===== src/rtl/dmem_bus_bridge.sv =====
// dmem_bus_bridge: bridges the core's level-held M-stage load/store request
// onto a single-outstanding req/ack memory bus and returns a one-cycle
// completion pulse (data_mem_ack_M) plus registered load data.
// Optional build macro: DMEM_POSTED_WRITE_EN enables a one-entry posted
// write buffer (stores ack immediately and drain on the bus in the background).
module dmem_bus_bridge #(
  parameter int unsigned TIMEOUT_CYCLES = 255,
  parameter int unsigned TMO_W          = 8,
  parameter logic [31:0] ERR_RDATA      = 32'hDEAD_BEEF
) (
  input  logic        clk,
  input  logic        reset,
  input  logic        mem_write_M,
  input  logic        mem_or_alu_M,
  input  logic [3:0]  byte_repeat_en_M,
  input  logic [31:0] alu_out_M,
  input  logic [31:0] write_data_M,
  output logic [31:0] read_data_M,
  output logic        data_mem_ack_M,
  output logic        bus_err_M,
  output logic        bus_req,
  output logic        bus_we,
  output logic [31:0] bus_addr,
  output logic [3:0]  bus_be,
  output logic [31:0] bus_wdata,
  input  logic [31:0] bus_rdata,
  input  logic        bus_ack
);

  typedef enum logic [1:0] {
    ST_IDLE,
    ST_REQ,
    ST_RESP
  } state_e;

  // Last REQ cycle index (counter starts at 0 in the first bus_req cycle).
  localparam logic [TMO_W-1:0] TMO_LAST = TMO_W'(TIMEOUT_CYCLES - 1);

  state_e           state_q;
  logic [TMO_W-1:0] tmo_q;
  logic [31:0]      rdata_q;
  logic [31:0]      addr_q;
  logic [31:0]      wdata_q;
  logic [3:0]       be_q;
  logic             req_q;
  logic             we_q;
  logic             ack_q;
  logic             err_q;

  logic             req;
  logic             is_store;
  logic             store_nop;
  logic             accept;
  logic             tmo_hit;
  logic             unused_addr_lsb;

  assign req       = mem_write_M | mem_or_alu_M;
  assign is_store  = mem_write_M;
  assign store_nop = is_store & (byte_repeat_en_M == 4'b0000);
  // Timeout fires only on a bus_req cycle without ack; a same-cycle ack wins.
  assign tmo_hit   = req_q & ~bus_ack & (tmo_q == TMO_LAST);

  // Byte offset is irrelevant on the bus: the word address is used and the
  // core supplies byte enables / performs load extraction itself.
  assign unused_addr_lsb = ^alu_out_M[1:0];

`ifdef DMEM_POSTED_WRITE_EN
  logic wb_busy_q;
  logic err_sticky_q;

  // Any new request (load or store) waits in IDLE while the buffer drains.
  assign accept    = req & ~wb_busy_q;
  assign bus_err_M = err_q | err_sticky_q;
`else
  assign accept    = req;
  assign bus_err_M = err_q;
`endif

  assign read_data_M    = rdata_q;
  assign data_mem_ack_M = ack_q;
  assign bus_req        = req_q;
  assign bus_we         = we_q;
  assign bus_addr       = addr_q;
  assign bus_be         = be_q;
  assign bus_wdata      = wdata_q;

  // Request FSM, bus-side registers and timeout counter.
  always_ff @(posedge clk) begin
    if (reset) begin
      state_q <= ST_IDLE;
      tmo_q   <= '0;
      rdata_q <= '0;
      addr_q  <= '0;
      wdata_q <= '0;
      be_q    <= '0;
      req_q   <= 1'b0;
      we_q    <= 1'b0;
      ack_q   <= 1'b0;
      err_q   <= 1'b0;
`ifdef DMEM_POSTED_WRITE_EN
      wb_busy_q    <= 1'b0;
      err_sticky_q <= 1'b0;
`endif
    end else begin
      // Counts cycles of the current bus transaction; cleared otherwise.
      if (req_q && !bus_ack && !tmo_hit) begin
        tmo_q <= tmo_q + TMO_W'(1);
      end else begin
        tmo_q <= '0;
      end

      case (state_q)
        ST_IDLE: begin
          if (accept) begin
            we_q    <= is_store;
            addr_q  <= {alu_out_M[31:2], 2'b00};
            be_q    <= is_store ? byte_repeat_en_M : 4'b1111;
            wdata_q <= write_data_M;
            if (store_nop) begin
              ack_q   <= 1'b1;
              state_q <= ST_RESP;
            end
`ifdef DMEM_POSTED_WRITE_EN
            // The latched bus registers double as the write buffer entry.
            else if (is_store) begin
              req_q     <= 1'b1;
              wb_busy_q <= 1'b1;
              ack_q     <= 1'b1;
              state_q   <= ST_RESP;
            end
`endif
            else begin
              req_q   <= 1'b1;
              state_q <= ST_REQ;
            end
          end
        end

        ST_REQ: begin
          if (bus_ack || tmo_hit) begin
            req_q   <= 1'b0;
            ack_q   <= 1'b1;
            state_q <= ST_RESP;
            if (!bus_ack) begin
              err_q <= 1'b1;
            end
            if (!we_q) begin
              rdata_q <= bus_ack ? bus_rdata : ERR_RDATA;
            end
          end
        end

        ST_RESP: begin
          // Request still shows the finished op here, so it is not sampled.
          ack_q   <= 1'b0;
          err_q   <= 1'b0;
          state_q <= ST_IDLE;
        end

        default: begin
          state_q <= ST_IDLE;
        end
      endcase

`ifdef DMEM_POSTED_WRITE_EN
      // Background drain of the posted write; never overlaps a load in REQ.
      if (wb_busy_q && (bus_ack || tmo_hit)) begin
        req_q     <= 1'b0;
        wb_busy_q <= 1'b0;
        if (!bus_ack) begin
          err_sticky_q <= 1'b1;
        end
      end
`endif
    end
  end

endmodule


===== config.mk =====
export PLATFORM = sky130hd
export DESIGN_NAME = dmem_bus_bridge
export DESIGN_NICKNAME = d
export VERILOG_FILES = /design/src/rtl/dmem_bus_bridge.sv
export SDC_FILE = /design/constraint.sdc
export NUM_CORES = 1
export LEC_CHECK = 0
export ABC_AREA = 0
export BUFFER_PORTS_ARGS = -buffer_cell sky130_fd_sc_hd__buf_2
export CORE_ASPECT_RATIO = 2
export CORE_MARGIN = 2
export CORE_UTILIZATION = 45
export CTS_CLUSTER_DIAMETER = 200
export DETAILED_ROUTE_END_ITERATION = 10
export GPL_TIMING_DRIVEN = 0
export PLACE_DENSITY = 0.79
export SLEW_MARGIN = 20
export SYNTH_ARGS = -nofsm -noshare
export SYNTH_HDL_FRONTEND = slang
export SYNTH_SLANG_ARGS = --single-unit

===== constraint.sdc =====
create_clock -name clk -period 2 [get_ports clk]
set_input_delay 0.4 -clock clk [delete_from_list [all_inputs] [get_ports clk]]
set_output_delay 0.4 -clock clk [all_outputs]
set_load 0.05 [all_outputs]

==> results of run 1 <==
==> logic make-up after synthesis <==
logic type | synth area share [%]
other | 0.0894
and+or+nand+nor | 18.8
buffers and inverters | 6.68
adders and majority gates | 0.597
AOI/OAI and AO/OA | 19.3
xor gates and xnor gates | 1.04
DFF | 53.5
==> critical path, stage by stage, from the launching register on <==
cell      delay [ns]
dfxtp_1         0.40
inv_1           0.07
ha_1            0.18
and3_1          0.17
a31oi_1         0.23
buf_2           0.27
a211oi_2        0.13
o211a_1         0.23
==> registers in the layout, indices dropped and copies added (netlist names) <==
register,cells
bus_be,4
tmo_q,8
state_q,2
bus_addr,30
bus_err_M,1
bus_req,1
read_data_M,32
bus_we,1
bus_wdata,32
data_mem_ack_M,1
==> how the worst max path moves through the flow <==
stage | to | slack (ns)
2_1_floorplan | read_data_M[12]$_SDFFE_PP0P_ | 0.46
3_3_place_gp | bus_wdata[4]$_SDFFE_PP0P_ | 0.24
3_5_place_dp | bus_wdata[16]$_SDFFE_PP0P_ | 0.14
4_1_cts | data_mem_ack_M$_SDFFE_PP0P_ | 0.23
5_1_grt | bus_addr[26]$_SDFFE_PP0P_ | 0.12
6_report | data_mem_ack_M$_SDFFE_PP0P_ | 0.21
==> area by class of cell <==
type                    instances  share of cell area [%]
multi-input cells             328                    29.9
inverters                      27                    1.81
well taps                     102                    2.28
clock buffers                  10                    4.08
clock inverters                 6                   0.781
flip-flops and latches        112                    40.0
repair buffers                202                    18.0
plain buffers                  36                    3.19
==> per-layer routing <==
layer  vias to the layer above  track usage (%)  share of wire (%)
met5                         -                0                  0
li1                       2063                -                  -
met2                       170             42.5                 54
met3                        27             5.76                8.0
met1                      1821             21.6                 35
met4                         0             9.83                2.8
==> report_power, final <==
part / switching [µW] / total, µW / internal (µW)
Sequential: 96.3 / 2510 / 2410
Clock: 799 / 1650 / 853
Combinational: 1070 / 1440 / 373
Total: 1970 / 5600 / 3630
==> metrics by stage <==
| stage | instance area, µm² | setup slack (ns) |
|---|---|---|
| global placement | 5340 | 0.241 |
| global route | 5610 | 0.120 |
| CTS | 5610 | 0.226 |
| floorplan | 4200 | 0.456 |
| detailed placement | 5340 | 0.144 |
| finish | 5610 | 0.214 |
==> cells in the final DEF, fill, tap and decap left out, types with 5 or more instances in the layout <==
master	Yosys	final
nand3_1	5	5
a21oi_1	76	76
o21ai_0	10	10
nand2_1	141	141
buf_2	5	207
nor2_1	38	38
clkbuf_1	24	25
a211oi_2	21	21
dfxtp_1	112	112
inv_1	27	27
clkbuf_16	0	9
==> impl_results.md, run 1 <==
- Reg area: 2240 µm²
- Slew HR: 56.5%
- Routed Antenna Nets: 0
- CTS tree: built
- Sum Neg Setup Slack: 0 ns
- Area growth, synth to finish: 33.8%
- Mapped Area: 4190 µm²
- Critical Path RT: 2.23 ns
- CP endpoint kind: flip-flop
- Clock transition at the registers of the reported paths: 0.07 ns
- Tightest Pin Transition: 0.652 ns
- Largest net degree at the start of global routing: 19
- Synth top area share: 53.5%
- Synth Flop Type: dfxtp_1
- FFs w/ async S/R, synth: 0%
- Cell count after synthesis: 502
- RSZ-0062 raised after global routing: no
- Cts hold-fix bufs: 0
- Worst-Skew Late Latency: 0.34 ns
- Share of cells above drive strength 1: 35.2%
- Final hold violations: 0
- Final Skew: 0.00644 ns
- Post-route insts no fill: 823
- Post-synth EDFFs: 0
- Gpl congestion: 0.828
- Status: finished clean
- Worst Setup SP: tmo_q[0]$_SDFF_PP0_
- Worst Hold Path Cells: 3
- Pwr dens: 999 nW/µm²
- DRC viols: 0
- Via count: 4081
- Worst reg2reg setup slack: 0.21 ns
- Filler Cells Inserted: 811
- Yosys top cell by area: dfxtp_1
- Initial antenna violation count: 0
- Die area: 10200 µm²
- Max-Cap Viols: 0
- Vias in the first global route: 4035
- Final WL: 11500 µm
- Final period util: 89.3%
- Tot Pwr: 5600 µW
- Crit-path max FO: 10
- Top post-synthesis cells by area: dfxtp_1 (53%), nand2_1 (13%), a21oi_1 (9.1%), a211oi_2 (6.3%), nor2_1 (3.4%)
- Via density: 4.96
- Syn Area/Cell: 8.35 µm²
- Nets: 823
- WP data arrival: 2.02 ns
- Synth cell types: 35
- Yosys warnings: 0
- Crit path time final: 1.79 ns
- VDD IR max: 0.698 mV
- DP Wirelength: 9190 µm
- Clock sinks: 112
- Max Slew Vio Count: 0
- Die Ht: 141 µm
- Reg2Reg Depth: 7
- Startpoint Class: flip-flop
- Most instantiated cells after synthesis: nand2_1 (141), dfxtp_1 (112), a21oi_1 (76)
- Clk root buf: clkbuf_16
- I/O pins: 209
- First-pass GRT wire length: 18100 µm
- Worst min-delay path class: input port to flip-flop
- Worst hold path endpoint: bus_wdata[19]$_SDFFE_PP0P_
- Placeable Area: 9010 µm²
- Worst r2r src: tmo_q[0]$_SDFF_PP0_
- Worst r2r dst: data_mem_ack_M$_SDFFE_PP0P_
- Post-CTS Resized: 0
- Number of cells after detailed placement: 807
- Grt ovf: 0
- Num CTS Buffers: 9
- HP Start: write_data_M[19]
- Critical path type: flip-flop to flip-flop
- Die width: 72.3 µm
- Total Routing Usage GR: 22.4%
- Ant. Diodes: 0
- Post-synthesis sequential area ratio: 53.5%
- Synth Register Bits: 112
- Final Core Density: 62.2%
- Detailed router's first-iteration violation count: 197
- WL/cell: 14.0 µm
- Multi-input combinational cell area: 1670 µm²
- Site Rows: 49
- Setup violators final: 0
- Dominant cell by count in the synthesized netlist: nand2_1
- Hold_ws: 0.291 ns
- Starting Density: 46.5%
- Clock Path Buffers: 2
- Drt pass-1 iters: 4
- Max Fclk: 560 MHz
- # Post-CTS Setup Buffers: 0
- Leak: 0.00264 µW
- Htree depth: 3
- Port buffer count: 202
Note: power is estimated with default switching activity, not from simulation.
==> run 2, diff against run 1 <==
--- a/config.mk
+++ b/config.mk
@@ -5,7 +5,7 @@
 export SDC_FILE = /design/constraint.sdc
 export NUM_CORES = 1
 export LEC_CHECK = 0
-export ABC_AREA = 0
+export ABC_AREA = 1
 export BUFFER_PORTS_ARGS = -buffer_cell sky130_fd_sc_hd__buf_2
 export CORE_ASPECT_RATIO = 2
 export CORE_MARGIN = 2
==> run 2 against run 1 <==
  * Sequential cell count is the same
  * Via count increased by 2.9%
  * Cell count rose by 2.1%
  * Critical path type unchanged
  * Largest power group unchanged
==> impl_results.md, run 2 <==
- Die Ht: 139 µm (-1.1%)
- Sum Neg Setup Slack: 0 ns (unchanged)
- Worst min-delay path class: input port to flip-flop
- CP max stage delay: 0.38 ns (-0.02 ns)
- Final hold violations: 0 (unchanged)
- Area growth, synth to finish: 35.6%
- Setup violators final: 0 (unchanged)
- I/O pins: 209 (unchanged)
- Critical path type: flip-flop to flip-flop
- Largest net degree at the start of global routing: 19 (unchanged)
- # Post-CTS Setup Buffers: 0 (unchanged)
- First-pass GRT wire length: 18800 µm (+4.0%)
- Number of cells after detailed placement: 824 (+2.1%)
- Site Rows: 49 (unchanged)
- Clock transition at the registers of the reported paths: 0.07 ns (about the same)
- Nets: 840 (+2.1%)
- Worst path cell trace: inv_1 -> ha_1 -> nand2_1 -> nor2_2 -> nand3_2 -> nand2_2 -> nand2_4 -> clkinv_2 -> buf_6 -> o21ai_0 -> nor2_1
- Syn Area/Cell: 7.93 µm² (-5.0%)
- Crit path time final: 1.58 ns (-0.206 ns)
- Switching share of power: 36.0% (+0.88 points)
- DRC viols: 0 (unchanged)
- Post-CTS Resized: 0 (unchanged)
- Via count: 4200 (+2.9%)
- Int Pwr: 3880 µW (+6.7%)
- Leading cell types in the layout, fill and taps excluded: buf_2 (212), nor2_1 (165), dfxtp_1 (112)
- Routed Antenna Nets: 0 (unchanged)
- WL/cell: 13.9 µm (-0.69%)
- Vias in the first global route: 4087 (+1.3%)
- Final Skew: 0.00492 ns (-0.00151 ns)
- Detailed router's first-iteration violation count: 195 (-1.0%)
- VDD IR max: 0.602 mV (-14%)
- Sw power: 2180 µW (+11%)
- Most common cell after layout, fill and taps aside: buf_2
- Busiest grt layer: met2
- Share of power burned in registers: 42.4% (-2.3 points)
- Via density: 5.00 (+0.83%)
- GR Layer Usage met3: 5.38% (-0.38 points)
- Filler Cells Inserted: 800 (-1.4%)
- Yosys top cell by area: dfxtp_1
- Post-synthesis sequential area ratio: 54.7% (+1.2 points)
- Ant. Diodes: 0 (unchanged)
- Worst hold path endpoint: read_data_M[4]$_SDFFE_PP0P_
- Drt pass-1 iters: 4 (unchanged)
- Startpoint Class: flip-flop
- Top post-synthesis cells by area: dfxtp_1 (55%), nor2_1 (15%), o21ai_0 (9.4%), nor3_1 (3.1%), nand2_1 (2.3%)
- Grt ovf: 0 (unchanged)
- Placeable Area: 8950 µm² (-0.68%)
- Starting Density: 45.8% (-0.70 points)
- Gpl congestion: 0.877 (+5.9%)
- Worst Hold Path Cells: 2 (-1)
- Num CTS Buffers: 9 (unchanged)
- Max Fclk: 633 MHz (+13%)
- Worst reg2reg setup slack: 0.42 ns (+0.21 ns)
- Die area: 9940 µm² (-2.1%)
- Mapped Area: 4100 µm² (-2.2%)
- Worst r2r src: tmo_q[0]$_SDFF_PP0_
- Port buffer count: 204 (+0.99%)
- Pwr dens: 1090 nW/µm² (+9.1%)
- Synth Register Bits: 112 (unchanged)
- HP Start: reset
- CP endpoint kind: flip-flop
- Initial antenna violation count: 0 (unchanged)
- Htree depth: 3 (unchanged)
- Share of cells above drive strength 1: 34.1% (-1.1 points)
- Synth top area share: 54.7% (+1.2 points)
- DP Wirelength: 9180 µm (about the same)
- GRT met2 Usage: 43.9% (+1.4 points)
- Worst-Skew Late Latency: 0.34 ns (about the same)
- Status: finished clean
- Die width: 71.5 µm (-1.0%)
- Synth Flop Type: dfxtp_1
- Final period util: 79.0% (-10 points)
- Post-route insts no fill: 840 (+2.1%)
- Most instantiated cells after synthesis: nor2_1 (165), dfxtp_1 (112), o21ai_0 (77)
- Worst r2r dst: read_data_M[5]$_SDFFE_PP0P_
- Crit-path max FO: 10 (unchanged)
- Total Routing Usage GR: 23.5% (+1.2 points)
- RSZ-0062 raised after global routing: no
- Critical Path RT: 2.23 ns (about the same)
- WP data arrival: 1.81 ns (-0.21 ns)
- Final WL: 11700 µm (+1.4%)
- Max Slew Vio Count: 0 (unchanged)
- Leak: 0.00275 µW (+4.2%)
- Clock sinks: 112 (unchanged)
- Reg2Reg Depth: 11 (+4)
- Synth cell types: 29 (-17%)
- CTS tree: built
- FFs w/ async S/R, synth: 0% (unchanged)
- Clock Path Buffers: 2 (unchanged)
- Share of total power in combinational logic: 27.7% (+1.9 points)
- Crit path max-delay family: simple AND/OR/NAND/NOR gates
- Dominant cell by count in the synthesized netlist: nor2_1
- Yosys warnings: 0 (unchanged)
- Clk root buf: clkbuf_16
- Worst path slowest cell: dfxtp_1
- Cts hold-fix bufs: 0 (unchanged)
- Clock power frac: 29.9% (+0.4 points)
- Worst Path Buf+Inv: 3 (+1)
- GRT met1 Usage: 23.7% (+2.2 points)
- Post-synth EDFFs: 0 (unchanged)
- Cell count after synthesis: 517 (+3.0%)
- Max-Cap Viols: 0 (unchanged)
[run 2: cell count changes after synthesis, moves of 21 or more]
cell and delta:
a211oi_2 -21, a21oi_1 -61, nand2_1 -116, nor2_1 +127, nor3_1 +23, o21ai_0 +67
[run 2: cell families after synthesis]
kind of cell               count (synthesis)  share of synthesized area (%)
AOI/OAI and AO/OA                        107                           13.7
buffers and inverters                     51                           5.86
DFF                                      112                           54.7
xor gates and xnor gates                   2                          0.427
and+or+nand+nor                          242                           24.6
other                                      1                         0.0914
adders and majority gates                  2                          0.610
[run 2: metal layers]
layer / up-vias / wire [µm] / part of all wire (%)
met2: 170 / 6350 / 54
met4: 0 / 421 / 3.6
met1: 1877 / 4150 / 36
met3: 38 / 737 / 6.3
met5: - / 0 / 0
li1: 2115 / - / -
[run 2: stage by stage]
step / setup WS, ns / utilization [%] / hold WS (ns) / cell area (µm²) / total power [µW]
4_1_cts: 0.409 / 62.1 / 0.264 / 5560 / 6100
3_5_place_dp: 0.325 / 58.7 / 0.439 / 5250 / 4300
3_3_place_gp: 0.355 / 58.7 / 0.435 / 5250 / 4260
5_1_grt: 0.273 / 62.1 / 0.278 / 5560 / 6320
2_1_floorplan: 0.419 / - / 0.430 / 4110 / 3840
6_report: 0.421 / 62.1 / 0.273 / 5560 / 6060
[run 2: area by class of cell]
type | count | area (µm²) | share of cell area, %
flip-flops and latches | 112 | 2240 | 40.3
inverters | 17 | 65.1 | 1.17
clock inverters | 6 | 67.6 | 1.22
multi-input cells | 355 | 1620 | 29.2
repair buffers | 204 | 1020 | 18.4
well taps | 102 | 128 | 2.30
clock buffers | 10 | 239 | 4.30
plain buffers | 34 | 175 | 3.15
[run 2: worst max path at each step]
stage / from / to / slack, ns / depth (start not counted)
after floorplan: bus_req$_SDFFE_PP0P_ / read_data_M[30]$_SDFFE_PP0P_ / 0.42 / 8
after global placement: reset / bus_addr[24]$_SDFFE_PP0P_ / 0.36 / 6
after detailed placement: reset / bus_addr[25]$_SDFFE_PP0P_ / 0.32 / 6
after CTS: tmo_q[0]$_SDFF_PP0_ / read_data_M[5]$_SDFFE_PP0P_ / 0.41 / 11
after global routing: tmo_q[0]$_SDFF_PP0_ / read_data_M[5]$_SDFFE_PP0P_ / 0.27 / 11
final: tmo_q[0]$_SDFF_PP0_ / read_data_M[5]$_SDFFE_PP0P_ / 0.42 / 11
[run 2: power by group through the flow]
stage                     clock network [µW]  registers (µW)  logic [µW]
after global placement                     0            2610        1660
after detailed placement                   0            2620        1680
after global routing                    1930            2590        1810
after floorplan                            0            3380         462
after CTS                               1840            2570        1690
final                                   1810            2570        1680
==> run 3, diff against run 2 <==
--- a/config.mk
+++ b/config.mk
@@ -9,11 +9,11 @@
 export BUFFER_PORTS_ARGS = -buffer_cell sky130_fd_sc_hd__buf_2
 export CORE_ASPECT_RATIO = 2
 export CORE_MARGIN = 2
-export CORE_UTILIZATION = 45
+export CORE_UTILIZATION = 41
 export CTS_CLUSTER_DIAMETER = 200
 export DETAILED_ROUTE_END_ITERATION = 10
 export GPL_TIMING_DRIVEN = 0
-export PLACE_DENSITY = 0.79
+export PLACE_DENSITY = 0.76
 export SLEW_MARGIN = 20
 export SYNTH_ARGS = -nofsm -noshare
 export SYNTH_HDL_FRONTEND = slang
==> constraint.sdc (replaced) <==
create_clock -name clk -period 1.4 [get_ports clk]
set_input_delay 0.28 -clock clk [delete_from_list [all_inputs] [get_ports clk]]
set_output_delay 0.28 -clock clk [all_outputs]
set_load 0.05 [all_outputs]
==> run 3 against run 2 <==
  * The run now ends with setup timing left
  * Critical path type unchanged
  * Sequential power is 44% higher
  * Highest routed layer unchanged
  * Final area is 11% higher
  * Clock power is 48% higher
  * Clock-buffer cell count stayed put
  * Non-clock buffer count is 17 higher
==> impl_results.md, run 3 (same netlist as run 2, synthesis figures left out) <==
- Critical path type: flip-flop to flip-flop
- Via density: 4.87 (-2.6%)
- DP Wirelength: 9150 µm (-0.42%)
- Final Cell Area: 6170 µm² (+11%)
- Largest net degree at the start of global routing: 18 (-1)
- Die area: 10900 µm² (+9.3%)
- Die width: 74.7 µm (+4.5%)
- Most common cell after layout, fill and taps aside: buf_2
- Status: finished with violations
- Final Skew: 0.00800 ns (+0.00307 ns)
- Max-Cap Viols: 0 (unchanged)
- DRC viols: 0 (unchanged)
- Critical Path RT: 1.67 ns (-0.56 ns)
- VDD IR max: 1.08 mV (+79%)
- Startpoint Class: flip-flop
- Crit-path max FO: 6 (-4)
- Detailed router's first-iteration violation count: 181 (-7.2%)
- First-pass GRT wire length: 19900 µm (+6.0%)
- Final WL: 13300 µm (+14%)
- Area of placed instances: 5300 µm² (+0.81%)
- Failing checks: setup timing
- RSZ-0062 raised after global routing: yes
- Tightest Pin Transition: 0.947 ns
- Final Worst Setup Slack: -0.131 ns (-0.551 ns)
- Crit path time final: 1.53 ns (-0.0487 ns)
- Setup violators final: 35 (+35)
- Port buffer count: 204 (unchanged)
- Max Slew Vio Count: 0 (unchanged)
- Routed Antenna Nets: 0 (unchanged)
- Clock sinks: 112 (unchanged)
- Pwr dens: 1460 nW/µm² (+34%)
- Slew HR: 36.8%
- Final Core Density: 63.2% (+1.1 points)
- Crit path max-delay family: simple AND/OR/NAND/NOR gates
- Worst Path Buf+Inv: 3 (unchanged)
- Worst min-delay path class: input port to flip-flop
- Gpl congestion: 0.824 (-6.0%)
- Sum Neg Setup Slack: -2.09 ns (-2.09 ns)
- Site Rows: 51 (+4.1%)
- Worst-Skew Late Latency: 0.34 ns (about the same)
- Clock Path Buffers: 2 (unchanged)
- Grt ovf: 0 (unchanged)
- Die Ht: 145 µm (+4.6%)
- Worst path cell trace: inv_2 -> ha_4 -> nand2_4 -> nor2_4 -> nand3_4 -> nand2_4 -> nand2_8 -> clkinv_8 -> buf_8 -> o21ai_2 -> nor2_1
- CP max stage delay: 0.33 ns (-0.05 ns)
- Clk root buf: clkbuf_16
- Most frequent CP cell: nand2_4
- Vias in the first global route: 4315 (+5.6%)
- Starting Density: 42.0% (-3.8 points)
- Ant. Diodes: 0 (unchanged)
- Share of cells above drive strength 1: 43.9% (+9.8 points)
- WL/cell: 15.0 µm (+7.9%)
- Placeable Area: 9760 µm² (+9.1%)
- Leading cell types in the layout, fill and taps excluded: buf_2 (209), nor2_1 (162), dfxtp_1 (106)
- Via count: 4323 (+2.9%)
- Area growth, synth to finish: 50.5%
- Drt pass-1 iters: 4 (unchanged)
- Htree depth: 3 (unchanged)
- Nets: 859 (+2.3%)
- Total Routing Usage GR: 23.7% (+0.19 points)
- Initial antenna violation count: 0 (unchanged)
- I/O pins: 209 (unchanged)
- CTS tree: built
- Max Fclk: 653 MHz (+3.2%)
- Cts hold-fix bufs: 0 (unchanged)
- WP data arrival: 1.80 ns (about the same)
- CP endpoint kind: flip-flop
- Final period util: 109% (+30 points)
- Filler Cells Inserted: 822 (+2.8%)
- Worst path slowest cell: dfxtp_2
- Clock transition at the registers of the reported paths: 0.07 ns (about the same)
- Leak: 0.00295 µW (+7.5%)
- Final hold violations: 0 (unchanged)
- Num CTS Buffers: 9 (unchanged)
## run 3: changes by cell type in the layout (fill, tap and decap cells not counted), sizes merged
cell	delta
bufinv	+1
clkinv	-1
buf	+17
nand2	+2
clkinvlp	-1
## run 3: repair_timing
action / in CTS / in global routing
setup buffers: 9 / 3
setup endpoints to repair: 64 / 71
gates resized for setup: 81 / 38
gates cloned: 7 / 0
pin swaps: 12 / 15
## run 3: power breakdown
group          total [µW]  switching, µW  internal, µW
Sequential           3690            176          3510
Combinational        2640           1930           707
Clock                2680           1120          1560
## run 3: cell type report
| class | count | area, µm² | share of cell area, % |
|---|---|---|---|
| Tap cell | 132 | 165 | 2.68 |
| Sequential cell | 112 | 2250 | 36.5 |
| Buffer | 34 | 211 | 3.43 |
| Clock inverter | 5 | 81.3 | 1.32 |
| Multi-Input combinational cell | 357 | 1950 | 31.6 |
| Inverter | 17 | 76.3 | 1.24 |
| Clock buffer | 10 | 229 | 3.71 |
| Timing Repair Buffer | 221 | 1210 | 19.6 |
## run 3: routing by layer
metal	up-vias	wire length, µm	global-route usage, %
li1	2154	-	-
met1	1973	4770	22.9
met2	157	7310	43.3
met3	39	630	4.92
met4	0	592	14.3
met5	-	0	0
## run 3: worst register-to-register path: cells and delay by family, from the launching register on
family	cells	cell delay, ns
adder cells (fa/ha/maj)	1	0.15
buffers and inverters	3	0.28
AND/OR/NAND/NOR	6	0.62
flip-flops	1	0.33
AO/OA/AOI/OAI	1	0.06
## run 3: final timing paths
| kind | slack (ns) | cells after the start | endpoint | from |
|---|---|---|---|---|
| hold reg to reg | 0.46 | 2 | data_mem_ack_M$_SDFFE_PP0P_ | data_mem_ack_M$_SDFFE_PP0P_ |
| hold / removal | 0.16 | 2 | state_q[0]$_SDFFE_PP0P_ | reset |
| setup reg to reg | -0.13 | 11 | read_data_M[30]$_SDFFE_PP0P_ | tmo_q[0]$_SDFF_PP0_ |
| setup / recovery | -0.13 | 11 | read_data_M[30]$_SDFFE_PP0P_ | tmo_q[0]$_SDFF_PP0_ |
## run 3: through the flow
step	power, µW	hold WS (ns)	worst slack (ns)	cells
final	9010	0.159	-0.131	888
after global routing	9410	0.155	-0.221	888
after CTS	8980	0.143	-0.0700	885
after detailed placement	6140	0.435	-0.186	854
after global placement	6090	0.433	-0.124	854
after floorplan	5480	0.349	0.0158	518
